==> src/rtl/address_router_pkg.sv <==
// address_router_pkg: shared state encoding, slave limit and default address map for address_router.
package address_router_pkg;
  localparam int MAX_SLAVES = 8;
  typedef enum logic [1:0] {IDLE, WAIT, ERR} state_t;
  localparam logic [3:0][31:0] DEFAULT_BASE = {32'h8000_0000, 32'hE001_0000, 32'hE000_0000, 32'h0000_0000};
  localparam logic [3:0][31:0] DEFAULT_MASK = {32'hFF00_0000, 32'hFFFF_0000, 32'hFFFF_0000, 32'hFC00_0000};
endpackage

==> src/rtl/address_router_match.sv <==
// addr_region_match: N-way masked address compare with lowest-index priority encode.
module addr_region_match
  import address_router_pkg::*;
#(
  parameter int N = 4,
  parameter int SW = 2,
  parameter logic [N-1:0][31:0] BASE = DEFAULT_BASE,
  parameter logic [N-1:0][31:0] MASK = DEFAULT_MASK
) (
  input  logic [31:0]   addr,
  output logic          hit,
  output logic [SW-1:0] sel
);
  always_comb begin
    hit = 1'b0;
    sel = '0;
    for (int i = N - 1; i >= 0; i--)
      if ((addr & MASK[i]) == BASE[i]) begin
        hit = 1'b1;
        sel = SW'(i);
      end
  end
endmodule

==> src/rtl/address_router.sv <==
// address_router: decodes CPU data requests onto one of N_SLAVES slaves and returns ack/rdata/error.
// Optional slave-ack timeout is enabled by defining ADDRESS_ROUTER_TIMEOUT_EN.
module address_router
  import address_router_pkg::*;
#(
  parameter int N_SLAVES = 4,
  parameter logic [N_SLAVES-1:0][31:0] REGION_BASE = DEFAULT_BASE,
  parameter logic [N_SLAVES-1:0][31:0] REGION_MASK = DEFAULT_MASK,
  parameter int TIMEOUT_CYCLES = 255
) (
  input  logic                     clock,
  input  logic                     reset,
  input  logic                     cpud_request,
  input  logic [31:0]              cpud_addr,
  output logic [31:0]              cpud_rdata,
  output logic                     cpud_ack,
  output logic                     cpud_error,
  output logic [N_SLAVES-1:0]      slv_req,
  input  logic [N_SLAVES-1:0]      slv_ack,
  input  logic [32*N_SLAVES-1:0]   slv_rdata
);
  localparam int SW = N_SLAVES > 1 ? $clog2(N_SLAVES) : 1;
  if (N_SLAVES < 1 || N_SLAVES > MAX_SLAVES || TIMEOUT_CYCLES < 1 || TIMEOUT_CYCLES > 65535) begin : g_bad_cfg
    $error("address_router: parameter out of range");
  end
  state_t state;
  logic [SW-1:0] sel_q, hit_sel;
  logic hit, req_go, wait_ack, timeout;
  logic [N_SLAVES-1:0][31:0] rd_arr;
  addr_region_match #(.N(N_SLAVES), .SW(SW), .BASE(REGION_BASE), .MASK(REGION_MASK)) u_match (
    .addr(cpud_addr),
    .hit (hit),
    .sel (hit_sel)
  );
  assign rd_arr   = slv_rdata;
  assign req_go   = !reset && state == IDLE && cpud_request && hit;
  assign wait_ack = state == WAIT && slv_ack[sel_q];
`ifdef ADDRESS_ROUTER_TIMEOUT_EN
  localparam int CW = $clog2(TIMEOUT_CYCLES + 1);
  localparam logic [CW-1:0] TO = CW'(TIMEOUT_CYCLES);
  logic [CW-1:0] cnt;
  assign timeout = state == WAIT && cnt == TO;
  always_ff @(posedge clock)
    if (reset || state != WAIT) cnt <= '0;
    else cnt <= cnt + CW'(1);
`else
  assign timeout = 1'b0;
`endif
  // Slave ack beats a coincident timeout, so error needs a timeout without ack.
  assign slv_req    = req_go ? N_SLAVES'(1) << hit_sel : '0;
  assign cpud_ack   = !reset && (state == ERR || wait_ack || timeout);
  assign cpud_error = !reset && (state == ERR || (timeout && !wait_ack));
  assign cpud_rdata = (!reset && wait_ack) ? rd_arr[sel_q] : '0;
  always_ff @(posedge clock)
    if (reset) begin
      state <= IDLE;
      sel_q <= '0;
    end else
      case (state)
        IDLE:
          if (cpud_request) begin
            state <= hit ? WAIT : ERR;
            sel_q <= hit_sel;
          end
        WAIT: if (wait_ack || timeout) state <= IDLE;
        default: state <= IDLE;
      endcase
endmodule

==> config.mk <==
export PLATFORM = sky130hd
export DESIGN_NAME = address_router
export DESIGN_NICKNAME = d
export VERILOG_FILES = /design/src/rtl/address_router_pkg.sv /design/src/rtl/address_router_match.sv /design/src/rtl/address_router.sv
export SDC_FILE = /design/constraint.sdc
export NUM_CORES = 1
export LEC_CHECK = 0
export BUFFER_PORTS_ARGS = -buffer_cell sky130_fd_sc_hd__buf_4
export CAP_MARGIN = 15
export CORE_AREA = 4 4 78 80
export CTS_BUF_LIST = sky130_fd_sc_hd__clkbuf_2 sky130_fd_sc_hd__clkbuf_4 sky130_fd_sc_hd__clkbuf_8
export DETAILED_ROUTE_END_ITERATION = 8
export DIE_AREA = 0 0 82 84
export PLACE_DENSITY = 0.77
export SLEW_MARGIN = 10
export SYNTH_ARGS = -nofsm -noshare
export SYNTH_HDL_FRONTEND = slang
export SYNTH_HIERARCHICAL = 1
export SYNTH_SLANG_ARGS = --single-unit
==> constraint.sdc <==
create_clock -name clock -period 3.69 [get_ports clock]
set_input_delay 0.5535 -clock clock [delete_from_list [all_inputs] [get_ports clock]]
set_output_delay 0.5535 -clock clock [all_outputs]
set_load 0.03 [all_outputs]
==> results.py <==
metrics = {
    "status": {
        "outcome": "complete, no violations",
    },
    "worst_setup_path": {
        "crit_top_cell": "buf_4",
        "critPathRequiredTime_ps": 3140,
        "crit_fanout": 4,
        "endpoint_kind": "output pin",
        "max_stage_delay_ps": 420,
        "critPathBufInv": 2,
        "critPathKind": "in -> out",
        "critical-path-top-delay-family": "simple AND/OR/NAND/NOR gates",
        "start_kind": "input port",
        "cp.arrival_ps": 2200,
        "crit_slowest_cell": "or4_4",
        "crit_chain": "buf_4, or3_4, or4_4, a22oi_2, nand2_1, nor3b_1, buf_4",
    },
    "drt": {
        "wl_um": 5946,
        "antenna_left": 0,
        "detailedRoute.firstIterationViolations": 37,
        "first_pass_iters": 4,
        "wl_per_cell_um": 16.29,
        "num_vias": 1724,
        "drc_errors": 0,
        "vias_per_cell": 4.723,
    },
    "placement": {
        "portBuffers": 188,
        "placement.cell_area_um2": 2764,
        "gp_congestion": 0.7904,
        "dp_hpwl_um": 5119,
    },
    "global_route": {
        "grt_max_degree": 34,
        "grt_pass1_vias": 1873,
        "grt.total_usage": 0.1638,
        "antenna_found_initial": 0,
        "grt_first_pass_wirelength_um": 8873,
        "overflow": 0,
    },
    "sta": {
        "finalClockSkew_ps": 1.500,
        "hold_viol_final": 0,
        "min_period_ps": 2755,
        "fmaxAchievable_mhz": 363.0,
        "rsz0062_at_grt": "false",
        "fin_tns_setup_ps": 0,
        "slew_headroom": 0.5398,
        "worstMarginPinSlew_ps": 689.5,
        "final_max_slew_viol_count": 0,
        "fin_crit_sh": 0.7467,
        "setup_viol": 0,
    },
    "pwr": {
        "combinationalPowerShare": 0.553,
        "p_leak_uw": 0.001261,
        "vdd_ir_drop_max_mv": 0.2557,
        "power.total_uw": 298.8,
        "p_seq_frac": 0.150,
        "internal_power_uw": 246.3,
        "clockPowerShare": 0.297,
        "sw_frac_of_total": 0.1760,
        "p_per_area_nw_per_um2": 106.5,
        "p_sw_uw": 52.58,
    },
    "synth": {
        "synth_compound_area_frac": 0.02741,
        "yosysSeqAreaShare": 0.06049,
        "synth_fa_ha_area_frac": 0,
        "avgSynthCellArea_um2": 11.93,
        "synth_simple_gate_area_share": 0.2769,
        "syn-num-nets": 278,
        "yosysWarnings": 6,
        "synth_cell_types": 27,
        "yosys.area.top_type": "mux4_2",
        "ys_ff_latch": 4,
        "netlist_area_um2": 1324,
        "synth_mux_area_frac": 0.5766,
        "synth_top_cell_area_share": 0.5614,
        "synth_top_family_by_area": "multiplexers",
        "synth-xor-area-share": 0,
        "syn_inst": 111,
        "yosys-top-cells-area": "mux4_2 (56%), nor2b_1 (16%), dfxtp_1 (6.0%)",
    },
    "clock_network": {
        "cts_tree": "yes",
        "path_clk_slew_ps": 30,
        "clkSinkCount": 4,
        "clockBufferDepth": 2,
        "post_cts_buffers": 0,
        "cts_htree_levels": 1,
        "post_cts_resized": 0,
        "cts_hold_buf": 0,
        "insertion_delay_ps": 210,
        "cts_buffers": 3,
        "cts_root_buf": "clkbuf_8",
    },
    "layout": {
        "fillerInstances": 496,
        "fin_area_um2": 2805,
        "regArea_um2": 81.33,
        "nets": 462,
        "area_delta_synth_final_pct": 111.9,
        "multi_input_area_um2": 1166,
        "diodes": 0,
        "drive_gt1_frac": 0.7952,
    },
    "floorplanning": {
        "ioPinCount": 205,
        "initial_core_util": 0.2449,
        "die_h_um": 84,
        "std_cell_rows": 27,
        "core_area_um2": 5405,
        "die_x_um": 82,
        "die-area_um2": 6888,
    },
    "flow_run": {
        "max-cap-violations": 0,
    },
    "min_path": {
        "hp-class": "in -> reg",
    },
}
-- cell usage after synthesis --
cell / instances
nor4b_1: 1
or3_4: 1
mux2i_1: 2
nor2_1: 4
mux4_2: 33
clkbuf_1: 2
nor4_1: 2
buf_1: 1
nand2_1: 3
buf_2: 2
nand3_1: 1
dfxtp_1: 4
a31o_2: 1
buf_6: 3
buf_4: 3
nor2b_1: 33
a21oi_1: 2
a22oi_2: 1
nor3_1: 1
nand3_2: 1
and4_1: 1
and4bb_4: 1
or4_4: 1
nand4_1: 1
o21ai_0: 1
nand4b_1: 1
nor3b_1: 4
-- final cells by class --
type,count,area share
Tap cell,72,0.03211
Multi-Input combinational cell,96,0.4157
Timing Repair Buffer,190,0.5085
Clock buffer,3,0.01472
Sequential cell,4,0.02899
-- final timing paths --
| path | slack [ps] | depth (start not counted) | start | end |
|---|---|---|---|---|
| setup / recovery | 930 | 7 | cpud_addr[28] | slv_req[1] |
| setup reg to reg | 2510 | 3 | sel_q[0] | sel_q[0] |
| hold reg to reg | 550 | 2 | state[0] | state[0] |
| hold / removal | 530 | 2 | reset | sel_q[0] |
-- power by group through the flow --
stage / Combinational [uW] / Clock [uW] / Sequential (uW)
CTS: 167 / 91.7 / 44.9
finish: 165 / 88.6 / 44.9
floorplan: 42.1 / 0 / 45.3
detailed placement: 167 / 0 / 45.5
global placement: 162 / 0 / 45.5
global route: 178 / 93.9 / 45.0
-- sequential cells by signal, indices dropped and copies added, names as in the netlist --
signal  cells
sel_q       2
state       2
-- cells by family (layout without fill, tap and decap cells) --
logic type / Yosys count / count (layout)
simple gates: 56 / 56
compound gates: 5 / 5
flops: 4 / 4
buf+inv: 11 / 193
mux: 35 / 35
-- through the flow --
step	util	setup slack, ps	hold WS, ps	cells
3_5_place_dp	0.5113	929.6	543.7	362
3_3_place_gp	0.5113	948.3	534.2	362
6_report	0.5190	934.8	533.5	365
2_1_floorplan	-	742.5	509.7	111
4_1_cts	0.5190	916.8	529.1	365
5_1_grt	0.5190	813.0	537.5	365
-- layout by cell type, fill, tap and decap left out, drive strengths merged, types with 2 or more instances in the layout --
cell      n
a21oi     2
buf     190
clkbuf    3
dfxtp     4
mux2i     2
mux4     33
nand2     3
nand3     2
nor2      4
nor2b    33
nor3b     4
nor4      2
-- metal layers --
layer / global-route usage / vias up / wire [um]
li1: - / 822 / -
met1: 0.1630 / 792 / 1876
met2: 0.3277 / 104 / 3255
met3: 0.04536 / 6 / 770
met4: 0.02417 / 0 / 44
met5: 0 / - / 0
Power figures use the tool's default switching activity.
